$ cat src/rtl/scope_pkg.sv
// Shared types for the capture path: FSM state encoding and trigger slope codes.
package scope_pkg;

    typedef enum logic [2:0] {
        IDLE,
        PREFILL,
        WAIT_TRIG,
        POST,
        DONE
    } state_t;

    localparam logic SLOPE_RISE = 1'b0;
    localparam logic SLOPE_FALL = 1'b1;

endpackage

$ cat src/rtl/trig_detect.sv
// Level/slope trigger: remembers the previous accepted sample and flags a crossing
// of the threshold in the selected direction on the current accepted sample.
module trig_detect #(
    parameter int unsigned DATA_WIDTH = 12
) (
    input  logic                  clock,
    input  logic                  reset_n,
    input  logic                  i_clear,
    input  logic                  i_sample_en,
    input  logic [DATA_WIDTH-1:0] i_sample,
    input  logic [DATA_WIDTH-1:0] i_level,
    input  logic                  i_slope,
    output logic                  o_trig_hit_c
);
    import scope_pkg::*;

    logic [DATA_WIDTH-1:0] r_prev;
    logic                  r_prev_valid;
    logic                  w_rise;
    logic                  w_fall;

    // A cleared history means the first sample after arm can never trigger.
    always_ff @(posedge clock or negedge reset_n) begin
        if (!reset_n) begin
            r_prev       <= '0;
            r_prev_valid <= 1'b0;
        end else if (i_clear) begin
            r_prev_valid <= 1'b0;
        end else if (i_sample_en) begin
            r_prev       <= i_sample;
            r_prev_valid <= 1'b1;
        end
    end

    always_comb begin
        w_rise       = (r_prev < i_level) && (i_sample >= i_level);
        w_fall       = (r_prev > i_level) && (i_sample <= i_level);
        o_trig_hit_c = i_sample_en && r_prev_valid &&
                       ((i_slope == SLOPE_FALL) ? w_fall : w_rise);
    end

endmodule

$ cat src/rtl/capture_writer.sv
// Write side of the sample buffer: circular capture into RAM with a pre-trigger
// window, stopping once one full record (2**ADDR_WIDTH samples) has been stored.
module capture_writer #(
    parameter int unsigned ADDR_WIDTH = 15,
    parameter int unsigned DATA_WIDTH = 12
) (
    input  logic                  clock,
    input  logic                  reset_n,
    input  logic                  arm,
    input  logic                  force_trig,
    input  logic                  sample_valid,
    input  logic [DATA_WIDTH-1:0] sample,
    input  logic [DATA_WIDTH-1:0] trig_level,
    input  logic                  trig_slope,
    input  logic [ADDR_WIDTH-1:0] pretrig,
    output logic [ADDR_WIDTH-1:0] ram_addr,
    output logic                  ram_we,
    output logic [DATA_WIDTH-1:0] ram_din,
    output logic                  busy,
    output logic                  triggered,
    output logic                  done,
    output logic [ADDR_WIDTH-1:0] start_addr
);
    import scope_pkg::*;

    localparam int unsigned CNT_W = ADDR_WIDTH + 1;
    localparam int unsigned DEPTH = 2 ** ADDR_WIDTH;
    localparam logic [ADDR_WIDTH-1:0] PRE_MAX = '1;

    state_t                r_state;
    logic [ADDR_WIDTH-1:0] r_wp;
    logic [CNT_W-1:0]      r_cnt;
    logic [DATA_WIDTH-1:0] r_level;
    logic                  r_slope;
    logic [ADDR_WIDTH-1:0] r_pretrig;
    logic                  r_force_pend;
    logic [ADDR_WIDTH-1:0] r_ram_addr;
    logic                  r_ram_we;
    logic [DATA_WIDTH-1:0] r_ram_din;
    logic                  r_busy;
    logic                  r_triggered;
    logic                  r_done;
    logic [ADDR_WIDTH-1:0] r_start_addr;

    logic                  w_accept;
    logic                  w_trig_hit;
    logic                  w_trig_fire;
    logic [ADDR_WIDTH-1:0] w_pre_clamp;
    logic [CNT_W-1:0]      w_post_len;
    logic [CNT_W-1:0]      w_cnt_inc;

    // A sample arriving together with arm belongs to neither capture and is dropped.
    always_comb begin
        w_accept    = sample_valid && r_busy && !arm;
        w_pre_clamp = (pretrig >= PRE_MAX) ? PRE_MAX : pretrig;
        w_post_len  = CNT_W'(DEPTH) - {1'b0, r_pretrig};
        w_cnt_inc   = r_cnt + CNT_W'(1);
        w_trig_fire = w_accept && (r_state == WAIT_TRIG) &&
                      (w_trig_hit || force_trig || r_force_pend);
    end

    trig_detect #(
        .DATA_WIDTH (DATA_WIDTH)
    ) u_trig (
        .clock        (clock),
        .reset_n      (reset_n),
        .i_clear      (arm),
        .i_sample_en  (w_accept),
        .i_sample     (sample),
        .i_level      (r_level),
        .i_slope      (r_slope),
        .o_trig_hit_c (w_trig_hit)
    );

    always_ff @(posedge clock or negedge reset_n) begin
        if (!reset_n) begin
            r_state      <= IDLE;
            r_wp         <= '0;
            r_cnt        <= '0;
            r_level      <= '0;
            r_slope      <= SLOPE_RISE;
            r_pretrig    <= '0;
            r_force_pend <= 1'b0;
            r_ram_addr   <= '0;
            r_ram_we     <= 1'b0;
            r_ram_din    <= '0;
            r_busy       <= 1'b0;
            r_triggered  <= 1'b0;
            r_done       <= 1'b0;
            r_start_addr <= '0;
        end else begin
            r_ram_we <= 1'b0;
            if (w_accept) begin
                r_ram_we   <= 1'b1;
                r_ram_addr <= r_wp;
                r_ram_din  <= sample;
                r_wp       <= r_wp + ADDR_WIDTH'(1);
            end

            // Arm always wins, including over a capture already in flight.
            if (arm) begin
                r_level      <= trig_level;
                r_slope      <= trig_slope;
                r_pretrig    <= w_pre_clamp;
                r_cnt        <= '0;
                r_force_pend <= 1'b0;
                r_triggered  <= 1'b0;
                r_done       <= 1'b0;
                r_busy       <= 1'b1;
                r_state      <= (w_pre_clamp == '0) ? WAIT_TRIG : PREFILL;
            end else begin
                case (r_state)
                    PREFILL: begin
                        if (w_accept) begin
                            r_cnt <= w_cnt_inc;
                            if (w_cnt_inc == {1'b0, r_pretrig}) begin
                                r_state <= WAIT_TRIG;
                            end
                        end
                    end
                    WAIT_TRIG: begin
                        if (w_trig_fire) begin
                            r_start_addr <= r_wp - r_pretrig;
                            r_triggered  <= 1'b1;
                            r_force_pend <= 1'b0;
                            r_cnt        <= CNT_W'(1);
                            // Maximum pre-trigger window: the trigger sample completes the record.
                            if (w_post_len == CNT_W'(1)) begin
                                r_state <= DONE;
                                r_done  <= 1'b1;
                                r_busy  <= 1'b0;
                            end else begin
                                r_state <= POST;
                            end
                        end else if (force_trig) begin
                            r_force_pend <= 1'b1;
                        end
                    end
                    POST: begin
                        if (w_accept) begin
                            r_cnt <= w_cnt_inc;
                            if (w_cnt_inc == w_post_len) begin
                                r_state <= DONE;
                                r_done  <= 1'b1;
                                r_busy  <= 1'b0;
                            end
                        end
                    end
                    default: begin
                    end
                endcase
            end
        end
    end

    assign ram_addr   = r_ram_addr;
    assign ram_we     = r_ram_we;
    assign ram_din    = r_ram_din;
    assign busy       = r_busy;
    assign triggered  = r_triggered;
    assign done       = r_done;
    assign start_addr = r_start_addr;

endmodule

$ cat config.mk
export PLATFORM = sky130hd
export DESIGN_NAME = capture_writer
export DESIGN_NICKNAME = d
export VERILOG_FILES = /design/src/rtl/scope_pkg.sv /design/src/rtl/trig_detect.sv /design/src/rtl/capture_writer.sv
export SDC_FILE = /design/constraint.sdc
export NUM_CORES = 1
export LEC_CHECK = 0
export BUFFER_PORTS_ARGS = -buffer_cell sky130_fd_sc_hd__buf_4
export CAP_MARGIN = 20
export CELL_PAD_IN_SITES_DETAIL_PLACEMENT = 0
export CELL_PAD_IN_SITES_GLOBAL_PLACEMENT = 2
export CORE_AREA = 2 2 140 142
export CTS_BUF_LIST = sky130_fd_sc_hd__clkbuf_4 sky130_fd_sc_hd__clkbuf_8
export CTS_CLUSTER_SIZE = 12
export DETAILED_ROUTE_END_ITERATION = 6
export DIE_AREA = 0 0 142 144
export PLACE_DENSITY = 0.94
export SLEW_MARGIN = 5
export SYNTH_ARGS = -nofsm -noshare
export SYNTH_HDL_FRONTEND = slang
export SYNTH_SLANG_ARGS = --single-unit
$ cat constraint.sdc
create_clock -name clock -period 3.9 [get_ports clock]
set_clock_uncertainty 0.1 [all_clocks]
set_input_delay 0.585 -clock clock [delete_from_list [all_inputs] [get_ports clock]]
set_output_delay 0.585 -clock clock [all_outputs]
set_load 0.05 [all_outputs]
==> impl_metrics.tcl, run 1 <==
set metrics [dict create \
    status "completed" \
    fin_nets 948 \
    grt_start_max_net_pins 67 \
    setup_violations 0 \
    port_buffers 90 \
    setup_tns_ps 0 \
    ant_nets 0 \
    synth_warnings 0 \
    drv_slew 0 \
    critPathMaxStageDelay_ps 510 \
    clkPwrFrac_pct 16.3 \
    power.density_mw_per_mm2 524 \
    clock-sinks 110 \
    cp-start-kind "flip-flop" \
    cp_max_fo 6 \
    syn-num-nets 869 \
    finalCritPeriodShare_pct 91.3 \
    fmax_mhz 281 \
    insertion_delay_ps 390 \
    crit_required_ps 4080 \
    fillCellCount 1896 \
    grtUsageTotal_pct 18.8 \
    synth_area_mm2 0.00693 \
    synth_ff_type "dfrtp_1" \
    cts.clk_slew.worst_paths_ps 120 \
    multi_input_comb_area_mm2 0.00389 \
    holdWs_ps 189 \
    drt_wl_total_mm 18.7 \
    cts_buffer_depth 2 \
    antennaDiodeCount 0 \
    io_pins 91 \
    grt_setup_unrepaired "false" \
    grt_pass1_vias 5561 \
    numCtsBuffers 9 \
    viasPerCell 5.32 \
    worst_pin_slew_ps 882 \
    power_frac_comb_pct 45.7 \
    max-vdd-ir-drop_uv 364 \
    intPower_mw 2.31 \
    synthArstFlopShare_pct 100 \
    antenna_found_initial 0 \
    hpwl_mm 14.0 \
    std_cell_rows 51 \
    grt_pass1_wl_mm 30.1 \
    min_path_type "input port to async pin" \
    crit_chain "inv_1 > ha_1 > or4b_4 > nor2_2 > xnor2_1 > xor2_1 > or4_4 > nor4_2 > nor2_1 > a211o_1 > mux2_4" \
    r2r_cells 11 \
    die_x_um 142 \
    fin_area_mm2 0.00805 \
    post-route-drc-count 0 \
    sw_frac_of_total_pct 45.4 \
    ctsHoldBuffers 0 \
    dpl_cell_area_mm2 0.00787 \
    finalNonFillerCells 1103 \
    ff_latch_area_mm2 0.00275 \
    htree_num_levels 3 \
    cts_setup_buffers 0 \
    hold_viol_final 0 \
    cp-end-kind "flip-flop" \
    cts_root_buf "clkbuf_8" \
    ys_seq_area_share_pct 39.7 \
    syn_area_per_cell_um2 8.87 \
    vias 5868 \
    power.leakage_nw 3.71 \
    die_height_um 144 \
    dp_cells 1087 \
    place.gp.congestion 0.896 \
    ys_ff_latch 110 \
    p_switching_mw 1.91 \
    dr.pass1.iters 5 \
    fin_crit_ps 3560 \
    start_util_pct 36.3 \
    maxCapViolations 0 \
    cts-resized-gates 0 \
    cts_tree "built" \
    synth_edf_count 0 \
    dieArea_mm2 0.0204 \
    critical_path_class "flip-flop to flip-flop" \
    synthCells 781 \
    cp_data_arrival_time_ps 3740 \
    wl_per_cell_um 16.9 \
    synth_cell_types 70 \
    core-area_mm2 0.0191 \
    gr-total-overflow 0 \
    slew_headroom_pct 41.2 \
    drt_iter0_drc 328 \
    cpMaxStageDelayCell "or4b_4" \
    drive_gt1_share_pct 16.6 \
    synthToLayoutAreaGrowth_pct 16.2 \
    power_frac_seq_pct 38.0 \
]
-- stage by stage --
step / util, % / setup WS (ps) / power, mW
floorplan: - / 457 / 2.94
global placement: 41.2 / 462 / 3.55
detailed placement: 41.2 / 379 / 3.56
CTS: 42.2 / 350 / 4.26
global route: 42.2 / 175 / 4.50
finish: 42.2 / 340 / 4.22
-- metal layers --
metal  up-vias  track usage (%)  wire length (um)
met5         -                0                 0
met4         0             7.16               445
met3        29             2.15               595
met2       122             29.3              8670
met1      2797             27.0              8960
li1       2920                -                 -
-- worst paths after layout --
check,from,slack [ps],endpoint
setup / recovery,r_pretrig[1],340,r_state[0]
hold / removal,reset_n,190,ram_din[3]
setup reg to reg,r_pretrig[1],340,r_state[0]
hold reg to reg,ram_addr[8],400,ram_addr[8]
max in group asynchronous,reset_n,2720,r_pretrig[8]
min in group clock,sample[2],280,ram_din[2]
-- logic make-up after synthesis --
| family | Yosys count | synth area share (%) |
|---|---|---|
| buf+inv | 75 | 4.14 |
| simple gates | 308 | 21.4 |
| flops | 110 | 39.7 |
| mux | 22 | 3.52 |
| fa+ha+maj | 43 | 7.87 |
| compound gates | 152 | 14.0 |
| xor+xnor | 71 | 9.39 |
-- power groups by stage --
stage | Combinational, mW | Sequential [mW] | Clock, mW
global route | 2.10 | 1.64 | 0.753
global placement | 1.93 | 1.63 | 0
floorplan | 0.840 | 2.10 | 0
detailed placement | 1.93 | 1.62 | 0
finish | 1.93 | 1.60 | 0.688
CTS | 1.94 | 1.60 | 0.714
-- cell usage after synthesis (3+ instances only) --
| cell type | instances | area [um2] |
|---|---|---|
| nor3_1 | 13 | 65.1 |
| ha_1 | 42 | 526 |
| a211oi_1 | 4 | 30.0 |
| a21o_1 | 4 | 30.0 |
| a31oi_1 | 7 | 43.8 |
| o21ai_0 | 57 | 285 |
| and4_1 | 3 | 26.3 |
| nor4_1 | 10 | 62.6 |
| clkbuf_1 | 21 | 78.8 |
| mux2i_1 | 6 | 60.1 |
| nand4_1 | 24 | 150 |
| mux2_2 | 15 | 169 |
| a21oi_1 | 26 | 130 |
| nor2b_1 | 8 | 50.1 |
| o31ai_1 | 13 | 97.6 |
| a211o_1 | 3 | 26.3 |
| or4_1 | 3 | 22.5 |
| buf_1 | 7 | 26.3 |
| nor2_1 | 52 | 195 |
| dfrtp_1 | 110 | 2750 |
| or2_2 | 3 | 18.8 |
| inv_1 | 41 | 154 |
| xor2_1 | 13 | 114 |
| nor3b_1 | 4 | 30.0 |
| and3_1 | 9 | 56.3 |
| o41ai_1 | 5 | 43.8 |
| nand2b_1 | 11 | 68.8 |
| xnor2_1 | 56 | 490 |
| buf_2 | 4 | 20.0 |
| nand2_1 | 129 | 484 |
| nand3_1 | 26 | 130 |
-- flip-flops by register name, summed over array words and instances, names as in the netlist --
signal and cells:
r_cnt 16, r_wp 15, triggered 1, u_trig.r_prev_valid 1
done 1, ram_addr 15, ram_din 12, r_state 3
r_slope 1, start_addr 15, busy 1, ram_we 1
r_force_pend 1, r_level 12, r_pretrig 15
-- worst max-delay path, delay by kind of cell (launching register included) --
family,cells,cell delay [ps]
and+or+nand+nor,5,1550
AOI/OAI and AO/OA,1,380
buffers and inverters,1,160
adders and majority gates,1,200
muxes,1,310
DFF,1,490
xor gates and xnor gates,2,270
-- cell usage in the layout (no fill, tap or decap), types with 24 or more instances in the layout --
cell,n
nand2_1,129
dfrtp_1,110
buf_4,99
o21ai_0,57
xnor2_1,56
nor2_1,52
ha_1,42
inv_1,41
nand3_1,26
a21oi_1,26
nand4_1,24
-- area by class of cell --
| cell class | instances | area share, % |
|---|---|---|
| repair buffers | 100 | 9.48 |
| clock buffers | 10 | 1.63 |
| clock inverters | 6 | 0.684 |
| flip-flops and latches | 110 | 34.2 |
| multi-input cells | 596 | 48.3 |
| well taps | 238 | 3.70 |
| inverters | 43 | 2.00 |
(Power assumes the default switching activity.)
==> inputs of run 2 (changes only) <==
--- a/config.mk
+++ b/config.mk
@@ -7,14 +7,12 @@
 export LEC_CHECK = 0
 export BUFFER_PORTS_ARGS = -buffer_cell sky130_fd_sc_hd__buf_4
 export CAP_MARGIN = 20
-export CELL_PAD_IN_SITES_DETAIL_PLACEMENT = 0
-export CELL_PAD_IN_SITES_GLOBAL_PLACEMENT = 2
-export CORE_AREA = 2 2 140 142
+export CORE_AREA = 2 2 121 123
 export CTS_BUF_LIST = sky130_fd_sc_hd__clkbuf_4 sky130_fd_sc_hd__clkbuf_8
 export CTS_CLUSTER_SIZE = 12
 export DETAILED_ROUTE_END_ITERATION = 6
-export DIE_AREA = 0 0 142 144
-export PLACE_DENSITY = 0.94
+export DIE_AREA = 0 0 123 125
+export PLACE_DENSITY = 0.82
 export SLEW_MARGIN = 5
 export SYNTH_ARGS = -nofsm -noshare
 export SYNTH_HDL_FRONTEND = slang
==> run 2 against run 1 <==
  * Final area is 0.98% lower
  * Hold slack worse by 55 ps
  * Via count rose by 3.1%
  * Non-clock buffer count fell by 2
  * Core utilization rose by 14 points
  * Sequential cell count unchanged
  * Sequential power barely moved
  * Largest cell class unchanged
  * Largest power group unchanged
==> impl_metrics.tcl, run 2 (synthesized netlist as in run 1, its figures left out) <==
set metrics [dict create \
    status "completed" \
    path_buf_inv 1 \
    clock-sinks 110 \
    cts.clk_slew.worst_paths_ps 110 \
    ctsHoldBuffers 0 \
    ant_nets 0 \
    cp_data_arrival_time_ps 3680 \
    final_cell_mix "129 x nand2_1, 110 x dfrtp_1, 98 x buf_4" \
    cts_tree "built" \
    power.leakage_nw 3.70 \
    cts_setup_buffers 0 \
    viasPerCell 5.78 \
    wl_per_cell_um 17.0 \
    cts-resized-gates 0 \
    drt_wl_total_mm 17.8 \
    post-route-drc-count 0 \
    critPathTopFamily "simple AND/OR/NAND/NOR gates" \
    critPathMaxStageDelay_ps 500 \
    fin_ws_ps 411 \
    critical_path_class "flip-flop to flip-flop" \
    slew_headroom_pct 48.3 \
    grt_start_max_net_pins 60 \
    drive_gt1_share_pct 16.4 \
    layout_commonest_cell "nand2_1" \
    fmax_mhz 287 \
    htree_num_levels 3 \
    pre_cts_slack_ps 433 \
    maxCapViolations 0 \
    vias 6048 \
    drv_slew 0 \
    fillCellCount 1263 \
    largest_reg_flops 16 \
    io_pins 91 \
    cts_buffer_depth 2 \
    port_buffers 90 \
    grt_setup_unrepaired "false" \
    finalCritPeriodShare_pct 89.5 \
    cpMaxStageDelayCell "or4b_4" \
    cp-start-kind "flip-flop" \
    setup_violations 0 \
    insertion_delay_ps 390 \
    regMostFlops "r_cnt" \
    numCtsBuffers 9 \
    synthToLayoutAreaGrowth_pct 15.1 \
    crit_required_ps 4090 \
    cp_max_fo 6 \
    start_util_pct 48.8 \
    antenna_found_initial 0 \
    grt_pass1_vias 5903 \
    die_height_um 125 \
    antennaDiodeCount 0 \
    std_cell_rows 44 \
    max-vdd-ir-drop_uv 504 \
    die_x_um 123 \
    dieArea_mm2 0.0154 \
    hpwl_mm 13.4 \
    worst_pin_slew_ps 765 \
    dr.pass1.iters 5 \
    drt_iter0_drc 532 \
    cts_root_buf "clkbuf_8" \
    cp-end-kind "flip-flop" \
    crit_chain "inv_1 > ha_1 > or4b_4 > nor2_2 > xnor2_1 > xor2_1 > or4_4 > nor4_2 > nor2_1 > a211o_1 > mux2_4" \
    power_mw 4.28 \
    fin_nets 946 \
    place.gp.congestion 0.944 \
    setup_tns_ps 0 \
    power.density_mw_per_mm2 536 \
    fin_crit_ps 3490 \
    core-area_mm2 0.0142 \
    gr-total-overflow 0 \
    min_path_type "input port to async pin" \
    hold_viol_final 0 \
    grt_pass1_wl_mm 29.9 \
    grtUsageTotal_pct 24.7 \
]
run 2: changes by cell type in the layout (fill, tap and decap cells not counted):
cell        delta
buf_12         -1
buf_4          -1
bufinv_16      +1
clkbuf_4       -1
clkbuf_8       +1
clkinv_2       -1
clkinv_4       +1
clkinv_8       -1
clkinvlp_4     -1
run 2: layout make-up:
| cell class | count | area, um2 | share of cell area (%) |
|---|---|---|---|
| tap | 184 | 230 | 2.89 |
| inverter | 43 | 161 | 2.02 |
| clock buffer | 10 | 138 | 1.73 |
| multi-input combinational | 596 | 3890 | 48.8 |
| sequential | 110 | 2750 | 34.5 |
| clock inverter | 5 | 65.1 | 0.816 |
| timing repair buffer | 98 | 736 | 9.23 |
run 2: per-stage QoR:
step / area [um2] / hold slack [ps] / cells / util (%)
after CTS: 7970 / 166 / 1046 / 56.1
final: 7970 / 134 / 1046 / 56.1
after detailed placement: 7770 / 364 / 1031 / 54.7
after floorplan: 6930 / 189 / 781 / -
after global placement: 7770 / 361 / 1031 / 54.7
after global routing: 7970 / 196 / 1046 / 56.1
run 2: report_power, final:
part           total, mW  internal [mW]  switching (mW)
sequential          1.61           1.37           0.242
combinational       1.92          0.682            1.24
clock              0.739          0.319           0.420
total               4.28           2.37            1.90
run 2: path summary, 6_finish.rpt:
kind / from / end / slack, ps / cells past startpoint
setup / recovery: r_pretrig[1] / r_state[0] / 410 / 11
max in group asynchronous: reset_n / r_pretrig[8] / 2740 / 2
hold / removal: reset_n / r_level[7] / 130 / 1
min in group clock: sample[6] / ram_din[6] / 280 / 3
setup reg to reg: r_pretrig[1] / r_state[0] / 410 / 11
hold reg to reg: ram_addr[14] / ram_addr[14] / 390 / 2
run 2: routing by layer:
metal | track usage, % | up-vias | part of all wire [%]
li1 | - | 2902 | -
met1 | 34.4 | 2910 | 44
met2 | 38.7 | 206 | 48
met3 | 3.28 | 30 | 4.9
met4 | 10.2 | 0 | 2.9
met5 | 0 | - | 0
run 2: worst register-to-register path, stage by stage (launching register included):
cell,delay [ps]
dfrtp_1,480
inv_1,160
ha_1,190
or4b_4,500
nor2_2,110
xnor2_1,100
xor2_1,170
or4_4,490
nor4_2,340
nor2_1,90
a211o_1,360
mux2_4,310
